$ cat config.mk
export PLATFORM = sky130hd
export DESIGN_NAME = cacc_dbuf_rd_sched_flat
export DESIGN_NICKNAME = d
export VERILOG_FILES = /design/src/rtl/cacc_dbuf_rd_sched_if.sv /design/src/rtl/cacc_dbuf_rd_sched.sv /design/src/flat_wrapper.sv
export SDC_FILE = /design/constraint.sdc
export NUM_CORES = 1
export LEC_CHECK = 0
export ABC_AREA = 1
export BUFFER_PORTS_ARGS = -buffer_cell sky130_fd_sc_hd__buf_2
export CAP_MARGIN = 10
export CORE_MARGIN = 3
export CORE_UTILIZATION = 53
export DETAILED_ROUTE_END_ITERATION = 12
export MAX_ROUTING_LAYER = met4
export PLACE_DENSITY_LB_ADDON = 0.05
export SYNTH_ARGS = -nofsm -noshare
export SYNTH_HDL_FRONTEND = slang
export SYNTH_SLANG_ARGS = --single-unit
$ cat constraint.sdc
create_clock -name nvdla_core_clk -period 2.26 [get_ports nvdla_core_clk]
set_input_delay 0 -clock nvdla_core_clk [delete_from_list [all_inputs] [get_ports nvdla_core_clk]]
set_output_delay 0 -clock nvdla_core_clk [all_outputs]
set_load 0.03 [all_outputs]
$ cat src/rtl/cacc_dbuf_rd_sched_if.sv
`default_nettype none
// ============================================================================
// cacc_dbuf_rd_sched_if : handshake bundle between CACC assembly, dbuf RAM and
//                         the delivery buffer.              Rev 1.0
// ============================================================================
interface cacc_dbuf_rd_sched_if #(
  parameter int DBUF_AWIDTH = 5
);
  logic                   op_en;
  logic                   wr_req;
  logic                   wr_layer_end;
  logic                   wr_ready;
  logic                   dbuf_wr_en;
  logic [DBUF_AWIDTH-1:0] dbuf_wr_addr;
  logic                   dbuf_rd_ready;
  logic                   dbuf_rd_en;
  logic [DBUF_AWIDTH-1:0] dbuf_rd_addr;
  logic                   dbuf_rd_layer_end;
  logic                   layer_done;
  logic [DBUF_AWIDTH:0]   dbuf_cnt;
  logic                   wr_ovf_err;

  modport slave (
    input  op_en, wr_req, wr_layer_end, dbuf_rd_ready,
    output wr_ready, dbuf_wr_en, dbuf_wr_addr, dbuf_rd_en, dbuf_rd_addr,
           dbuf_rd_layer_end, layer_done, dbuf_cnt, wr_ovf_err
  );

  modport master (
    output op_en, wr_req, wr_layer_end, dbuf_rd_ready,
    input  wr_ready, dbuf_wr_en, dbuf_wr_addr, dbuf_rd_en, dbuf_rd_addr,
           dbuf_rd_layer_end, layer_done, dbuf_cnt, wr_ovf_err
  );
endinterface
`default_nettype wire

$ cat src/rtl/cacc_dbuf_rd_sched.sv
`default_nettype none
// ============================================================================
// cacc_dbuf_rd_sched : dbuf pointer/occupancy owner and read scheduler with
//                      layer-end tracking.                  Rev 1.0
// ============================================================================
module cacc_dbuf_rd_sched #(
  parameter int DBUF_DEPTH  = 32,
  parameter int DBUF_AWIDTH = 5
) (
  input  wire logic             nvdla_core_clk,
  input  wire logic             nvdla_core_rstn,
  cacc_dbuf_rd_sched_if.slave   bus
);

  typedef enum logic [1:0] {
    ST_IDLE  = 2'd0,
    ST_RUN   = 2'd1,
    ST_DRAIN = 2'd2
  } state_t;

  localparam logic [DBUF_AWIDTH:0] FULL_CNT = (DBUF_AWIDTH+1)'(DBUF_DEPTH);

  state_t                 state_q, state_d;
  logic [DBUF_AWIDTH-1:0] wr_ptr_q, wr_ptr_d;
  logic [DBUF_AWIDTH-1:0] rd_ptr_q, rd_ptr_d;
  logic [DBUF_AWIDTH:0]   cnt_q, cnt_d;
  logic [DBUF_DEPTH-1:0]  flag_q, flag_d;
  logic                   layer_done_q, layer_done_d;
  logic                   ovf_err_q, ovf_err_d;

  logic wr_ready;
  logic wr_acc;
  logic rd_en;
  logic rd_last;

  always_comb begin
    // Fullness looks at the registered count only; a same-cycle read frees nothing.
    wr_ready     = (state_q == ST_RUN) && (cnt_q != FULL_CNT);
    wr_acc       = bus.wr_req & wr_ready;
    rd_en        = (state_q != ST_IDLE) && (cnt_q != '0) && bus.dbuf_rd_ready;
    rd_last      = rd_en & flag_q[rd_ptr_q];

    state_d      = state_q;
    wr_ptr_d     = wr_ptr_q + DBUF_AWIDTH'(wr_acc);
    rd_ptr_d     = rd_ptr_q + DBUF_AWIDTH'(rd_en);
    cnt_d        = cnt_q + (DBUF_AWIDTH+1)'(wr_acc) - (DBUF_AWIDTH+1)'(rd_en);
    flag_d       = flag_q;
    layer_done_d = rd_last;
    ovf_err_d    = ovf_err_q;

    if (wr_acc) begin
      flag_d[wr_ptr_q] = bus.wr_layer_end;
    end

    case (state_q)
      ST_IDLE: begin
        if (bus.op_en) begin
          state_d   = ST_RUN;
          ovf_err_d = 1'b0;
        end
      end
      ST_RUN: begin
        if (wr_acc && bus.wr_layer_end) begin
          state_d = ST_DRAIN;
        end
      end
      ST_DRAIN: begin
        if (rd_last) begin
          state_d = ST_IDLE;
        end
      end
      default: state_d = ST_IDLE;
    endcase

    // Any write that is not accepted is lost and remembered as an error.
    if (bus.wr_req && !wr_ready) begin
      ovf_err_d = 1'b1;
    end
  end

  always_ff @(posedge nvdla_core_clk or negedge nvdla_core_rstn) begin
    if (!nvdla_core_rstn) begin
      state_q      <= ST_IDLE;
      wr_ptr_q     <= '0;
      rd_ptr_q     <= '0;
      cnt_q        <= '0;
      flag_q       <= '0;
      layer_done_q <= 1'b0;
      ovf_err_q    <= 1'b0;
    end else begin
      state_q      <= state_d;
      wr_ptr_q     <= wr_ptr_d;
      rd_ptr_q     <= rd_ptr_d;
      cnt_q        <= cnt_d;
      flag_q       <= flag_d;
      layer_done_q <= layer_done_d;
      ovf_err_q    <= ovf_err_d;
    end
  end

  assign bus.wr_ready          = wr_ready;
  assign bus.dbuf_wr_en        = wr_acc;
  assign bus.dbuf_wr_addr      = wr_ptr_q;
  assign bus.dbuf_rd_en        = rd_en;
  assign bus.dbuf_rd_addr      = rd_ptr_q;
  assign bus.dbuf_rd_layer_end = rd_last;
  assign bus.layer_done        = layer_done_q;
  assign bus.dbuf_cnt          = cnt_q;
  assign bus.wr_ovf_err        = ovf_err_q;

endmodule
`default_nettype wire

$ cat src/flat_wrapper.sv
// flat-port wrapper written by rule: the top's interface ports become plain ports
module cacc_dbuf_rd_sched_flat 
#(
  parameter int DBUF_DEPTH  = 32,
  parameter int DBUF_AWIDTH = 5
)
  (nvdla_core_clk, nvdla_core_rstn, bus_op_en, bus_wr_req, bus_wr_layer_end, bus_dbuf_rd_ready, bus_wr_ready, bus_dbuf_wr_en, bus_dbuf_wr_addr, bus_dbuf_rd_en, bus_dbuf_rd_addr, bus_dbuf_rd_layer_end, bus_layer_done, bus_dbuf_cnt, bus_wr_ovf_err);
  cacc_dbuf_rd_sched_if #(.DBUF_AWIDTH(DBUF_AWIDTH)) bus_i ();
  input  wire logic nvdla_core_clk;
  input  wire logic nvdla_core_rstn;
  input wire logic [$bits(bus_i.op_en)-1:0] bus_op_en;
  input wire logic [$bits(bus_i.wr_req)-1:0] bus_wr_req;
  input wire logic [$bits(bus_i.wr_layer_end)-1:0] bus_wr_layer_end;
  input wire logic [$bits(bus_i.dbuf_rd_ready)-1:0] bus_dbuf_rd_ready;
  output wire logic [$bits(bus_i.wr_ready)-1:0] bus_wr_ready;
  output wire logic [$bits(bus_i.dbuf_wr_en)-1:0] bus_dbuf_wr_en;
  output wire logic [$bits(bus_i.dbuf_wr_addr)-1:0] bus_dbuf_wr_addr;
  output wire logic [$bits(bus_i.dbuf_rd_en)-1:0] bus_dbuf_rd_en;
  output wire logic [$bits(bus_i.dbuf_rd_addr)-1:0] bus_dbuf_rd_addr;
  output wire logic [$bits(bus_i.dbuf_rd_layer_end)-1:0] bus_dbuf_rd_layer_end;
  output wire logic [$bits(bus_i.layer_done)-1:0] bus_layer_done;
  output wire logic [$bits(bus_i.dbuf_cnt)-1:0] bus_dbuf_cnt;
  output wire logic [$bits(bus_i.wr_ovf_err)-1:0] bus_wr_ovf_err;
  assign bus_i.op_en = bus_op_en;
  assign bus_i.wr_req = bus_wr_req;
  assign bus_i.wr_layer_end = bus_wr_layer_end;
  assign bus_i.dbuf_rd_ready = bus_dbuf_rd_ready;
  assign bus_wr_ready = bus_i.wr_ready;
  assign bus_dbuf_wr_en = bus_i.dbuf_wr_en;
  assign bus_dbuf_wr_addr = bus_i.dbuf_wr_addr;
  assign bus_dbuf_rd_en = bus_i.dbuf_rd_en;
  assign bus_dbuf_rd_addr = bus_i.dbuf_rd_addr;
  assign bus_dbuf_rd_layer_end = bus_i.dbuf_rd_layer_end;
  assign bus_layer_done = bus_i.layer_done;
  assign bus_dbuf_cnt = bus_i.dbuf_cnt;
  assign bus_wr_ovf_err = bus_i.wr_ovf_err;
  cacc_dbuf_rd_sched #(.DBUF_DEPTH(DBUF_DEPTH), .DBUF_AWIDTH(DBUF_AWIDTH)) u_core (.nvdla_core_clk(nvdla_core_clk), .nvdla_core_rstn(nvdla_core_rstn), .bus(bus_i));
endmodule
# [Word-level counts from Yosys, hierarchy flattened]
# Cells that the tools add are included.
[word_totals] in_bits=6 reg_bits=52 word_cells=48
[classes] n_addsub=4 eq_ne=6 magnitude_cmp=3 n_bitwise=2 muxes=12 reduce_logical=14
[ops] cell="32-bit bitwise mux" count=1
[ops] cell="5-bit by 6-bit less-than comparator with 1-bit output, second input constant" count=2
[ops] cell="5-bit by 1-bit adder with 5-bit output" count=2
[ops] cell="6-bit by 1-bit adder with 6-bit output" count=1
[ops] cell="1-bit logical AND" count=6
[ops] cell="2-bit 2-to-1 mux" count=3
[ops] cell="6-bit != test, second input constant" count=1
[ops] cell="2-bit case mux with 3 select lines" count=1
[ops] cell="2-bit nonzero test" count=3
[ops] cell="6-bit nonzero test" count=1
[ops] cell="6-bit by 1-bit subtractor with 6-bit output" count=1
[ops] cell="1-bit binary-select mux with 5-bit select" count=1
[ops] cell="1-bit demux with 5-bit select" count=1
[ops] cell="5-bit by 1-bit >= comparator with 1-bit output, second input constant" count=1
[ops] cell="1-bit 2-to-1 mux" count=5
[ops] cell="2-bit != test, second input constant" count=2
[ops] cell="3-bit AND reduction" count=1
[ops] cell="1-bit AND" count=2
[ops] cell="2-bit by 1-bit equality test with 1-bit output, second input constant" count=1
[ops] cell="2-bit equality test, second input constant" count=1
[ops] cell="2-bit zero test" count=1
[ops] cell="2-bit by 1-bit != test with 1-bit output, second input constant" count=1
[ops] cell="2-bit AND reduction" count=1
[ops] cell="1-bit zero test" count=1

# [Longest topological paths before layout]
[depth] depth_word=6 mapped_depth=15 depth_no_buf=15

# [Least setup slack after synthesis]
# OpenSTA, ideal clock, no wires.
[synth_timing] path_kind="reg2reg" from="reg u_core.cnt_q[2] (netlist: u_core.bus.dbuf_cnt[2])" to="reg u_core.cnt_q[4] (netlist: u_core.bus.dbuf_cnt[4])" stages_incl_launch_ff=14 setup_slack_ns=-0.400 period_less_slack_ns=2.660 setup_ns=0.079 required_ns=2.181 arrival_ns=2.581 path_cell_list="dfrtp_1 inv_1 ha_1 nand4_2 nand2_4 nor2_8 inv_1 ha_1 inv_1 ha_1 inv_1 fa_1 o21ai_0 xor2_1"
[synth_via] elab_chain_len=5 word_cells_on_any_way=8 cone_classes="add/sub (2); eq/ne (1); bitwise (1); reduce/logical (4)"
[synth_rtl] item="start, declared" line_no="cacc_dbuf_rd_sched.sv:26" source="logic [DBUF_AWIDTH:0] cnt_q, cnt_d;"
[synth_rtl] item="start signal, assigned" line_no="cacc_dbuf_rd_sched.sv:94" source="cnt_q <= cnt_d;"
[synth_rtl] item="6-bit != test" line_no="cacc_dbuf_rd_sched.sv:38" source="wr_ready = (state_q == ST_RUN) && (cnt_q != FULL_CNT);"
[synth_rtl] item="1-bit logical AND" line_no="cacc_dbuf_rd_sched.sv:38"
[synth_rtl] item="1-bit AND" line_no="cacc_dbuf_rd_sched.sv:39" source="wr_acc = bus.wr_req & wr_ready;"
[synth_rtl] item="net bus_dbuf_wr_en" line_no="flat_wrapper.sv:16" source="output wire logic [$bits(bus_i.dbuf_wr_en)-1:0] bus_dbuf_wr_en;"
[synth_rtl] item="6-bit by 1-bit adder with 6-bit output" line_no="cacc_dbuf_rd_sched.sv:46" source="cnt_d = cnt_q + (DBUF_AWIDTH+1)'(wr_acc) - (DBUF_AWIDTH+1)'(rd_en);"
[synth_rtl] item="6-bit by 1-bit subtractor with 6-bit output" line_no="cacc_dbuf_rd_sched.sv:46"
[synth_rtl] item="net u_core.cnt_d[4]" line_no="cacc_dbuf_rd_sched.sv:26"
# The timed path passes the listed nets, and every way through them passes these cells.
# A chain may end at the register's enable or synchronous reset.

# [Worst setup path after layout]
[layout_timing] from="reg u_core.cnt_q[2] (netlist: u_core.bus.dbuf_cnt[2])" to="reg u_core.cnt_q[4] (netlist: u_core.bus.dbuf_cnt[4])"
[layout_via] elab_chain_len=5 word_cells_on_any_way=8 cone_classes="add/sub (2); eq/ne (1); bitwise (1); reduce/logical (4)"
[layout_rtl] item="6-bit != test" line_no="cacc_dbuf_rd_sched.sv:38"
[layout_rtl] item="1-bit logical AND" line_no="cacc_dbuf_rd_sched.sv:38"
[layout_rtl] item="1-bit AND" line_no="cacc_dbuf_rd_sched.sv:39"
[layout_rtl] item="6-bit by 1-bit adder with 6-bit output" line_no="cacc_dbuf_rd_sched.sv:46"
[layout_rtl] item="6-bit by 1-bit subtractor with 6-bit output (*)" line_no="cacc_dbuf_rd_sched.sv:46"
[layout_rtl] item="net u_core.cnt_d[4]" line_no="cacc_dbuf_rd_sched.sv:26"
# Mark *: on every way through the listed nets, which the timed path passes. The rest lies on a longest branch.

==> results by group <==
Outcome
  – Status: finished, final reports clean

Cells and area
  – Area Overhead vs Synth: 13.7%
  – Finished Layout Cells: 443
  – Share of layout cells above drive strength 1: 0.207
  – Final #Nets: 396
  – Antenna diodes: 0
  – Final core occ: 0.645
  – Fill cell count: 470
  – Area of the multi-input gates: 1300 um^2
  – Seq. cell area: 1310 um^2

Drt
  – WL/cell: 13.7 um
  – Total number of vias: 2292
  – Vias/cell: 5.17
  – DR DRC count: 0
  – 1st-pass router iterations: 5
  – Post-DRT Antenna Nets: 0
  – 1st-iter DRT viols: 164
  – Routed WL: 6.08 mm

Timing
  – Unrepaired setup endpoints after global routing: true
  – Fin worst setup slack: 122 ps
  – Hold Worst Slack: 48.7 ps
  – Slew Limit Fails: 0
  – Final min period: 2140 ps
  – Maximum clock frequency: 468 MHz
  – Final worst path period share: 0.946
  – Final Hold Viols: 0
  – # setup viols final: 0
  – Relative slew slack: 0.687
  – Measured slew at the worst slew-check pin: 470 ps
  – Clock Skew: 11.4 ps

Global routing
  – Initial antenna violation count: 0
  – First-pass GRT wire length: 10.6 mm
  – Gr ovfl total: 0
  – Vias in the first global route: 2269
  – Pin count of the biggest net entering global routing: 31
  – Gr usage total: 0.225

Clock tree
  – Clock transition at path regs: 90 ps
  – H-Tree Depth: 2
  – Clock Path Buffers: 2
  – CTS root buf: clkbuf_8
  – Clock sinks: 52
  – Number of buffers created by CTS: 5
  – Skew-Pair Late Insertion Delay: 300 ps
  – CTS tree: built

Setup path
  – Worst reg2reg path startpoint: u_core.bus.dbuf_cnt[2]
  – R2r setup slk: 120 ps
  – Req. time, crit path: 2470 ps
  – Critical Path Source Type: flip-flop
  – Worst Setup EP: u_core.bus.dbuf_cnt[4]
  – CP top delay family: adder cells
  – Critical path arrival: 2340 ps
  – Crit Path Class: flip-flop to flip-flop
  – CP peak stage delay: 420 ps
  – Crit path top cell by count: inv_2
  – Crit path from: u_core.bus.dbuf_cnt[2]
  – Worst-path cell chain: inv_2 > ha_4 > nand4_1 > nand3_1 > inv_2 > ha_4 > inv_2 > ha_4 > inv_2 > fa_2 > o21ai_2 > xor2_1
  – Buf/Inv on CP: 4
  – Cell depth of the worst setup path: 12
  – FF-to-FF End: u_core.bus.dbuf_cnt[4]
  – Crit. End Element: flip-flop
  – Crit-path max FO: 4
  – Critical path's slowest cell: dfrtp_2
  – R2R depth: 12

Die
  – Core area: 4910 um^2
  – Starting Density: 0.568
  – Total die area: 6170 um^2
  – Row count: 25
  – Die Wd: 78.5 um
  – Ports: 28
  – Die Span Y: 78.5 um

Pwr
  – Worst IR Drop VDD: 1010 uV
  – PD cells: 1530 nW/um^2
  – Pleak: 1.55 nW
  – Power Total: 4.83 mW

Synthesis
  – Main area contributors after synthesis: dfrtp_1 (47%), nand2_1 (8.1%), nor2_1 (6.9%)
  – Synth Warn #: 0
  – Most frequent cell after synthesis: nand2_1
  – Synth Net Count: 363
  – Post-synth EDFFs: 0
  – Commonest cells in the netlist: nand2_1 (60), dfrtp_1 (52), nor2_1 (51)
  – Yosys top cell by area: dfrtp_1
  – Post-synthesis cell type count: 25
  – Ys flop type: dfrtp_1
  – Seq cells post-synth: 52
  – Sequential fraction of the synthesis area: 0.467
  – Cell Area, Synth: 2790 um^2
  – Mapped Cells: 343
  – Synth top area share: 0.467
  – Mean Syn Cell Area: 8.13 um^2
  – Post-synth ARST share: 1.00

Place
  – Pre-CTS setup slack: 121 ps
  – Final GP Congestion: 0.817
  – Number of port buffers: 27
  – Dpl hpwl: 4.41 mm
  – Placed insts: 433

Worst hold path
  – HP Class: input pin to flip-flop

Job
  – Max-capacitance violation count: 0
[final cells by class]
| type | instances | share of cell area |
|---|---|---|
| Clock buffer | 6 | 0.0229 |
| Clock inverter | 1 | 0.00158 |
| Inverter | 53 | 0.0628 |
| Multi-Input combinational cell | 229 | 0.411 |
| Sequential cell | 52 | 0.413 |
| Tap cell | 67 | 0.0265 |
| Timing Repair Buffer | 35 | 0.0632 |
[flip-flops by register name, indices dropped and copies added (netlist names)]
| name | flops |
|---|---|
| u_core.bus.dbuf_rd_addr | 5 |
| u_core.flag_q | 32 |
| u_core.bus.layer_done | 1 |
| u_core.bus.dbuf_cnt | 6 |
| u_core.bus.dbuf_wr_addr | 5 |
| u_core.bus.wr_ovf_err | 1 |
| u_core.state_q | 2 |
[per-stage QoR]
step	instance area [um^2]	setup TNS, ps
floorplan	2850	-76.3
global placement	3060	0
detailed placement	3060	0
CTS	3160	0
global route	3170	-38.3
finish	3170	0
[metal layers]
metal	vias to the layer above	GRT usage	part of all wire
met3	5	0.0321	0.046
met5	-	-	0
met1	1091	0.306	0.49
met2	61	0.351	0.46
li1	1135	-	-
met4	0	0.0629	0.0095
[worst min-delay path: stages]
cell     delay, ps
buf_2           70
inv_1           80
o21ai_0        160
[cell families (layout without fill, tap and decap cells)]
logic type / Yosys count / after routing / share of synthesized area
DFF: 52 / 52 / 0.467
buffers and inverters: 62 / 95 / 0.0884
and+or+nand+nor: 162 / 162 / 0.271
adders and majority gates: 14 / 14 / 0.0655
xor gates and xnor gates: 10 / 10 / 0.0314
AOI/OAI and AO/OA: 43 / 43 / 0.0772
[report_power, final]
part,switching [mW],internal (mW)
clock,0.292,0.212
combinational,1.71,0.908
sequential,0.357,1.35
total,2.36,2.47
[cells in the final DEF (no fill, tap or decap)]
cell           instances
a21oi_1               14
a21oi_2                1
buf_2                 27
buf_4                  6
clkbuf_1               1
clkbuf_8               5
clkinv_2               1
dfrtp_1               47
dfrtp_2                5
dlygate4sd3_1          2
fa_2                   1
ha_1                   9
ha_2                   1
ha_4                   3
inv_1                 42
inv_2                 11
nand2_1               59
nand2_2                1
nand2_4                3
nand3_1               35
nand3_4                2
nand4_1                1
nand4_4                1
nor2_1                51
nor2_2                 6
nor2_4                 1
nor2_8                 1
o21ai_0               26
o21ai_1                1
o21ai_2                1
or2_2                  1
xnor2_1                2
xor2_1                 8
[worst min-delay path by stage]
stage,from,end,slack (ps),cells past startpoint
3_3_place_gp,nvdla_core_rstn,u_core.flag_q[31],10,2
6_report,bus_wr_req,u_core.bus.wr_ovf_err,50,3
5_1_grt,bus_wr_req,u_core.bus.wr_ovf_err,110,3
3_5_place_dp,nvdla_core_rstn,u_core.flag_q[31],10,2
4_1_cts,bus_wr_req,u_core.bus.wr_ovf_err,50,3
2_1_floorplan,nvdla_core_rstn,u_core.bus.dbuf_cnt[0],-300,0
[repair_timing]
item,4_1_cts,5_1_grt
hold endpoints to repair,53,0
resized for setup,0,3
setup buffers,0,1
endpoints found under the setup margin,0,2
hold buffers,2,0
(Power assumes the default switching activity.)
